File: config.mk
export PLATFORM = sky130hd
export DESIGN_NAME = exec_stage_mp
export DESIGN_NICKNAME = d
export VERILOG_FILES = /design/src/rtl/exec_pkg.sv /design/src/rtl/mul_pipe.sv /design/src/rtl/exec_stage_mp.sv
export SDC_FILE = /design/constraint.sdc
export NUM_CORES = 2
export LEC_CHECK = 0
export BUFFER_PORTS_ARGS = -buffer_cell sky130_fd_sc_hd__clkbuf_2
export CAP_MARGIN = 20
export CORE_MARGIN = 3
export CORE_UTILIZATION = 45
export CTS_BUF_LIST = sky130_fd_sc_hd__clkbuf_2
export DETAILED_ROUTE_END_ITERATION = 10
export MAX_ROUTING_LAYER = met4
export SLEW_MARGIN = 20
export SYNTH_ARGS = -nofsm -noshare
export SYNTH_HDL_FRONTEND = slang
export SYNTH_HIERARCHICAL = 1
export SYNTH_SLANG_ARGS = --single-unit
File: constraint.sdc
create_clock -name clk -period 4 [get_ports clk]
set_input_delay 0.8 -clock clk [delete_from_list [all_inputs] [get_ports clk]]
set_output_delay 0.8 -clock clk [all_outputs]
set_load 0.01 [all_outputs]
File: src/rtl/exec_pkg.sv
// Shared definitions for the execute stage: opcode encodings and FSM states.
package exec_pkg;

    localparam int OPC_W = 7;

    localparam logic [OPC_W-1:0] OP_ADD = 7'h00;
    localparam logic [OPC_W-1:0] OP_SUB = 7'h01;
    localparam logic [OPC_W-1:0] OP_MUL = 7'h02;
    localparam logic [OPC_W-1:0] OP_NOP = 7'h3F;

    typedef enum logic {
        ST_IDLE     = 1'b0,
        ST_MUL_BUSY = 1'b1
    } exec_state_t;

endpackage

File: src/rtl/mul_pipe.sv
// Registered multiply shift pipeline. The product is formed into the first
// stage and then shifted down MUL_LAT-2 more stages; the execute stage's own
// result register supplies the last cycle, so accept-to-out_valid at the top
// level equals MUL_LAT.
module mul_pipe #(
    parameter int DATA_W  = 32,
    parameter int MUL_LAT = 5
) (
    input  logic              clk,
    input  logic              rst_n,
    input  logic              in_valid,
    input  logic [DATA_W-1:0] a,
    input  logic [DATA_W-1:0] b,
    output logic              out_valid,
    output logic [DATA_W-1:0] p
);

    localparam int STAGES = MUL_LAT - 1;

    logic [STAGES-1:0] vld_q;
    logic [DATA_W-1:0] prod_q [STAGES];

    // Shift valid and product down the chain; reset flushes any product in flight.
    always_ff @(posedge clk or negedge rst_n) begin
        if (!rst_n) begin
            vld_q <= '0;
            for (int i = 0; i < STAGES; i++) begin
                prod_q[i] <= '0;
            end
        end else begin
            vld_q[0] <= in_valid;
            if (in_valid) begin
                prod_q[0] <= a * b;
            end
            for (int i = 1; i < STAGES; i++) begin
                vld_q[i]  <= vld_q[i-1];
                prod_q[i] <= prod_q[i-1];
            end
        end
    end

    assign out_valid = vld_q[STAGES-1];
    assign p         = prod_q[STAGES-1];

endmodule

File: src/rtl/exec_stage_mp.sv
// Execute stage: EX/MEM operand bypass, single-cycle ADD/SUB, blocking
// pipelined MUL with decode back-pressure while the multiply is in flight.
//
//   state       | meaning
//   ------------+-------------------------------------------------------
//   ST_IDLE     | ready for a new instruction; ADD/SUB/illegal retire next cycle
//   ST_MUL_BUSY | multiply in flight, decode stalled, cnt tracks progress
module exec_stage_mp
    import exec_pkg::*;
#(
    parameter int DATA_W  = 32,
    parameter int REG_W   = 5,
    parameter int MUL_LAT = 5
) (
    input  logic              clk,
    input  logic              rst_n,
    input  logic              in_valid,
    output logic              in_ready,
    input  logic [6:0]        opcode,
    input  logic [REG_W-1:0]  dst_in,
    input  logic [DATA_W-1:0] src1,
    input  logic [DATA_W-1:0] src2,
    input  logic [REG_W-1:0]  src1_reg,
    input  logic [REG_W-1:0]  src2_reg,
    input  logic              bp_valid,
    input  logic [REG_W-1:0]  bp_reg,
    input  logic [DATA_W-1:0] bp_data,
    input  logic              bpm_valid,
    input  logic [REG_W-1:0]  bpm_reg,
    input  logic [DATA_W-1:0] bpm_data,
    output logic              out_valid,
    output logic [DATA_W-1:0] result,
    output logic [REG_W-1:0]  dst_out,
    output logic              illegal_op
);

    localparam int               CNT_W    = $clog2(MUL_LAT);
    localparam logic [CNT_W-1:0] CNT_LAST = CNT_W'(MUL_LAT - 1);

    exec_state_t       state;
    logic [CNT_W-1:0]  cnt;
    logic [REG_W-1:0]  mul_dst;
    logic [DATA_W-1:0] op_a;
    logic [DATA_W-1:0] op_b;
    logic              accept;
    logic              mul_start;
    logic              mul_vld;
    logic [DATA_W-1:0] mul_p;
    logic              mul_done;

    // The result register is written at the completion edge, so a new
    // instruction is only taken once the stage is back in IDLE; this keeps a
    // held ADD from colliding with the multiply's out_valid pulse.
    assign in_ready  = (state == ST_IDLE);
    assign accept    = in_valid & in_ready;
    assign mul_start = accept & (opcode == OP_MUL);
    assign mul_done  = (state == ST_MUL_BUSY) & (cnt == CNT_LAST) & mul_vld;

    // Operand selection: EX bypass wins over MEM bypass; register 0 is never forwarded.
    always_comb begin
        op_a = src1;
        if ((src1_reg != '0) && bp_valid && (bp_reg == src1_reg)) begin
            op_a = bp_data;
        end else if ((src1_reg != '0) && bpm_valid && (bpm_reg == src1_reg)) begin
            op_a = bpm_data;
        end
        op_b = src2;
        if ((src2_reg != '0) && bp_valid && (bp_reg == src2_reg)) begin
            op_b = bp_data;
        end else if ((src2_reg != '0) && bpm_valid && (bpm_reg == src2_reg)) begin
            op_b = bpm_data;
        end
    end

    mul_pipe #(
        .DATA_W  (DATA_W),
        .MUL_LAT (MUL_LAT)
    ) u_mul_pipe (
        .clk       (clk),
        .rst_n     (rst_n),
        .in_valid  (mul_start),
        .a         (op_a),
        .b         (op_b),
        .out_valid (mul_vld),
        .p         (mul_p)
    );

    // Control FSM with registered result, destination and status outputs.
    always_ff @(posedge clk or negedge rst_n) begin
        if (!rst_n) begin
            state      <= ST_IDLE;
            cnt        <= '0;
            mul_dst    <= '0;
            out_valid  <= 1'b0;
            result     <= '0;
            dst_out    <= '0;
            illegal_op <= 1'b0;
        end else begin
            out_valid  <= 1'b0;
            illegal_op <= 1'b0;
            case (state)
                ST_IDLE: begin
                    if (accept) begin
                        case (opcode)
                            OP_ADD: begin
                                out_valid <= 1'b1;
                                result    <= op_a + op_b;
                                dst_out   <= dst_in;
                            end
                            OP_SUB: begin
                                out_valid <= 1'b1;
                                result    <= op_a - op_b;
                                dst_out   <= dst_in;
                            end
                            OP_MUL: begin
                                state   <= ST_MUL_BUSY;
                                cnt     <= CNT_W'(1);
                                mul_dst <= dst_in;
                            end
                            OP_NOP: begin
                            end
                            default: begin
                                out_valid  <= 1'b1;
                                illegal_op <= 1'b1;
                                result     <= '1;
                                dst_out    <= dst_in;
                            end
                        endcase
                    end
                end
                ST_MUL_BUSY: begin
                    if (mul_done) begin
                        out_valid <= 1'b1;
                        result    <= mul_p;
                        dst_out   <= mul_dst;
                        state     <= ST_IDLE;
                        cnt       <= '0;
                    end else begin
                        cnt <= cnt + 1'b1;
                    end
                end
                default: begin
                    state <= ST_IDLE;
                end
            endcase
        end
    end

endmodule

==> tab_implementation.tex <==
\begin{tabular}{lr}
\hline
Metric & Value \\
\hline
\multicolumn{2}{l}{\textbf{STA}} \\
Max-slew violation count & 0 \\
Maximum clock skew at final layout & 0.0743 ns \\
Final clock period utilization by the worst path & 1.98 \\
Final setup TNS & -113.44 ns \\
Pin slew with the least headroom to its limit & 0.937 ns \\
Unrepaired setup endpoints after global routing & true \\
Final min period & 7.92 ns \\
Worst slew margin relative to its limit & 0.375 \\
Peak Freq & 0.126 GHz \\
Final Hold Viols & 0 \\
Least setup slack across all paths after layout & -3.92 ns \\
Setup violations, final & 57 \\
\multicolumn{2}{l}{\textbf{Synth}} \\
Post-synth cell types & 91 \\
Post-Syn Area & 0.0261 mm2 \\
Sequential cell area fraction in the yosys report & 0.173 \\
Mean cell area of the mapped netlist & 9.40 um2 \\
Number of register bits inferred by synthesis & 180 \\
Ys flop type & dfrtp\_1 \\
Gate count after technology mapping & 2777 \\
Warnings, synthesis & 6 \\
Number of synthesized flops with an enable pin & 0 \\
Post-synth net total & 3508 \\
Post-synthesis async set-or-reset flop share & 1.00 \\
\multicolumn{2}{l}{\textbf{Setup path}} \\
Crit path max-delay cell type & fa\_1 \\
Peak per-stage delay on the critical path & 0.60 ns \\
Critical path launch point & src2\_reg[3] \\
Critical path's most frequent cell & fa\_1 \\
Biggest fanout along the worst timing path & 7 \\
Reg-to-Reg End & result[31]\$\_DFFE\_PN0P\_ \\
Crit Reg-Reg Startpoint & cnt[0]\$\_DFFE\_PN0P\_ \\
Arrival time of data at the critical path endpoint & 8.63 ns \\
R2r worst-path depth & 10 \\
CP startpoint kind & input port \\
Critical Path Sink Type & flip-flop \\
Crit path kind & input port to flip-flop \\
Family with the most delay on the worst path & adder cells \\
Req. time, crit path & 4.71 ns \\
Crit path buffers/inverters & 7 \\
Reg-to-reg setup timing slack & 1.36 ns \\
\multicolumn{2}{l}{\textbf{CTS}} \\
Deepest clock path buffer count & 2 \\
Clock latency on the worst-skew pair & 0.78 ns \\
Clock root buffer & clkbuf\_2 \\
TritonCTS Sinks & 180 \\
Number of buffers created by CTS & 17 \\
Clock transition at the registers of the reported paths & 0.33 ns \\
\# hold bufs at CTS & 0 \\
H-tree levels & 4 \\
Clock tree from TritonCTS & built \\
\multicolumn{2}{l}{\textbf{Placed design}} \\
HPWL reported at the end of detailed placement & 77700 um \\
Final weighted congestion in routability-driven placement & 0.987 \\
Buffers on Ports & 204 \\
\multicolumn{2}{l}{\textbf{Floorplan}} \\
Die area & 0.0609 mm2 \\
Core area & 0.0569 mm2 \\
Effective utilization at floorplan & 0.458 \\
Width of the die & 247 um \\
Die Y & 247 um \\
Core Rows & 87 \\
I/O Pins & 205 \\
\multicolumn{2}{l}{\textbf{Detailed routing}} \\
Total vias in the final route & 23000 \\
Wire length reported by the detailed router & 96800 um \\
Routed wire length per instance & 22.8 um \\
Vias per cell & 5.41 \\
DR iter-0 viols & 1730 \\
Number of iterations in the first detailed-routing pass & 7 \\
Count of unresolved DRC violations after routing & 0 \\
Number of nets with antenna violations after detailed routing & 0 \\
\multicolumn{2}{l}{\textbf{Outcome}} \\
Result of the run & finished with violations \\
Violated checks & setup timing \\
\multicolumn{2}{l}{\textbf{Layout}} \\
Utilization after layout & 0.632 \\
Ratio of cells with drive above 1 in the final layout & 0.374 \\
Number of nets in the finished design & 4203 \\
Growth of design area from synthesis to finish & 37.8\% \\
Top library cells by usage in the layout, fill and taps aside & buf\_4, fa\_1, inv\_1, and2\_1, nand2\_1 \\
Fill cells & 4695 \\
Most frequent standard cell in the layout excluding fill and tap cells & buf\_4 \\
\multicolumn{2}{l}{\textbf{Global route}} \\
Number of global-route vias before repair & 24600 \\
GR Util All Layers & 0.324 \\
Sum of overflow across all layers after global routing & 0 \\
Largest net degree at the start of global routing & 103 \\
First-pass GRT wire length & 145000 um \\
Number of antenna violations at the first check in global routing & 8 \\
\multicolumn{2}{l}{\textbf{Worst hold path}} \\
Path class of the lowest-slack min-delay path & input port to async pin \\
\multicolumn{2}{l}{\textbf{Job}} \\
Maximum capacitance violations & 0 \\
\hline
\end{tabular}
[per-layer routing]
metal	share of wire	global-route usage	vias up
li1	-	-	10200
met1	0.43	0.431	11800
met2	0.48	0.528	866
met3	0.065	0.0370	165
met4	0.030	0.0893	0
met5	0	-	-
[state kept, by name, summed over array words and instances, names as in the netlist]
name	cells
out_valid	1
illegal_op	1
state	1
mul_dst	5
u_mul_pipe/prod_q	96
dst_out	5
u_mul_pipe/p	32
cnt	3
u_mul_pipe/vld_q	4
result	32
[worst max-delay path by stage]
| stage | endpoint | slack, ns | depth (start not counted) |
|---|---|---|---|
| final | u_mul_pipe/prod_q[127]$_DFFE_PN0P_ | -3.92 | 29 |
| after global routing | u_mul_pipe/prod_q[127]$_DFFE_PN0P_ | -4.06 | 29 |
| after global placement | u_mul_pipe/prod_q[119]$_DFFE_PN0P_ | -4.97 | 28 |
| after detailed placement | u_mul_pipe/prod_q[119]$_DFFE_PN0P_ | -5.00 | 28 |
| after CTS | u_mul_pipe/prod_q[119]$_DFFE_PN0P_ | -3.95 | 30 |
| after floorplan | u_mul_pipe/prod_q[124]$_DFFE_PN0P_ | -4.58 | 29 |
[cell families (layout without fill, tap and decap cells)]
group | count (synthesis) | after routing | synth area share
simple gates | 893 | 894 | 0.179
flops | 180 | 180 | 0.173
fa+ha+maj | 566 | 566 | 0.389
xor+xnor | 153 | 153 | 0.0522
buf+inv | 543 | 1250 | 0.0857
other cells | 0 | 12 | 0
mux | 79 | 79 | 0.0318
compound gates | 363 | 363 | 0.0900
[stage by stage]
step                      hold slack [ns]  std cells  area, um2  setup WS (ns)
after floorplan                     0.331       2777      26700          -4.58
after global placement              0.333       4098      32300          -4.97
after detailed placement            0.335       4098      32300          -5.00
after CTS                          0.0757       4183      34400          -3.95
after global routing               0.0664       4246      35900          -4.06
final                              0.0551       4253      36000          -3.92
[timing repair]
action / CTS / global route
resized for setup: 257 / 249
pin swaps: 131 / 159
buffers inserted: 47 / 61
setup endpoints to repair: 58 / 58
endpoints found under the hold margin: 0 / 0
gates cloned: 6 / 7
[synthesized netlist by cell type, types with 24 or more instances]
cell | count | area share
fa_1 | 409 | 0.31
inv_1 | 377 | 0.054
and2_1 | 370 | 0.089
nand2_1 | 294 | 0.042
dfrtp_1 | 180 | 0.17
ha_1 | 157 | 0.075
clkbuf_1 | 113 | 0.016
xnor2_1 | 107 | 0.036
o21ai_0 | 106 | 0.020
nor2_1 | 78 | 0.011
a21oi_1 | 73 | 0.014
mux2i_1 | 50 | 0.019
xor2_1 | 44 | 0.015
nor3_1 | 37 | 0.0071
buf_4 | 34 | 0.0098
a31oi_1 | 29 | 0.0070
mux2_2 | 28 | 0.012
a21o_1 | 24 | 0.0069
[final cells by class]
type	count	area, um2	area share
multi-input cells	2055	21700	0.604
clock inverters	15	213	0.00591
repair buffers	840	7050	0.196
flip-flops and latches	180	4500	0.125
clock buffers	17	85.1	0.00237
inverters	378	1420	0.0396
well taps	756	946	0.0263
diodes	12	30.0	0.000835
Power is not shown: default switching activity piles up to over one toggle a cycle in this logic, so the estimate is an artifact.
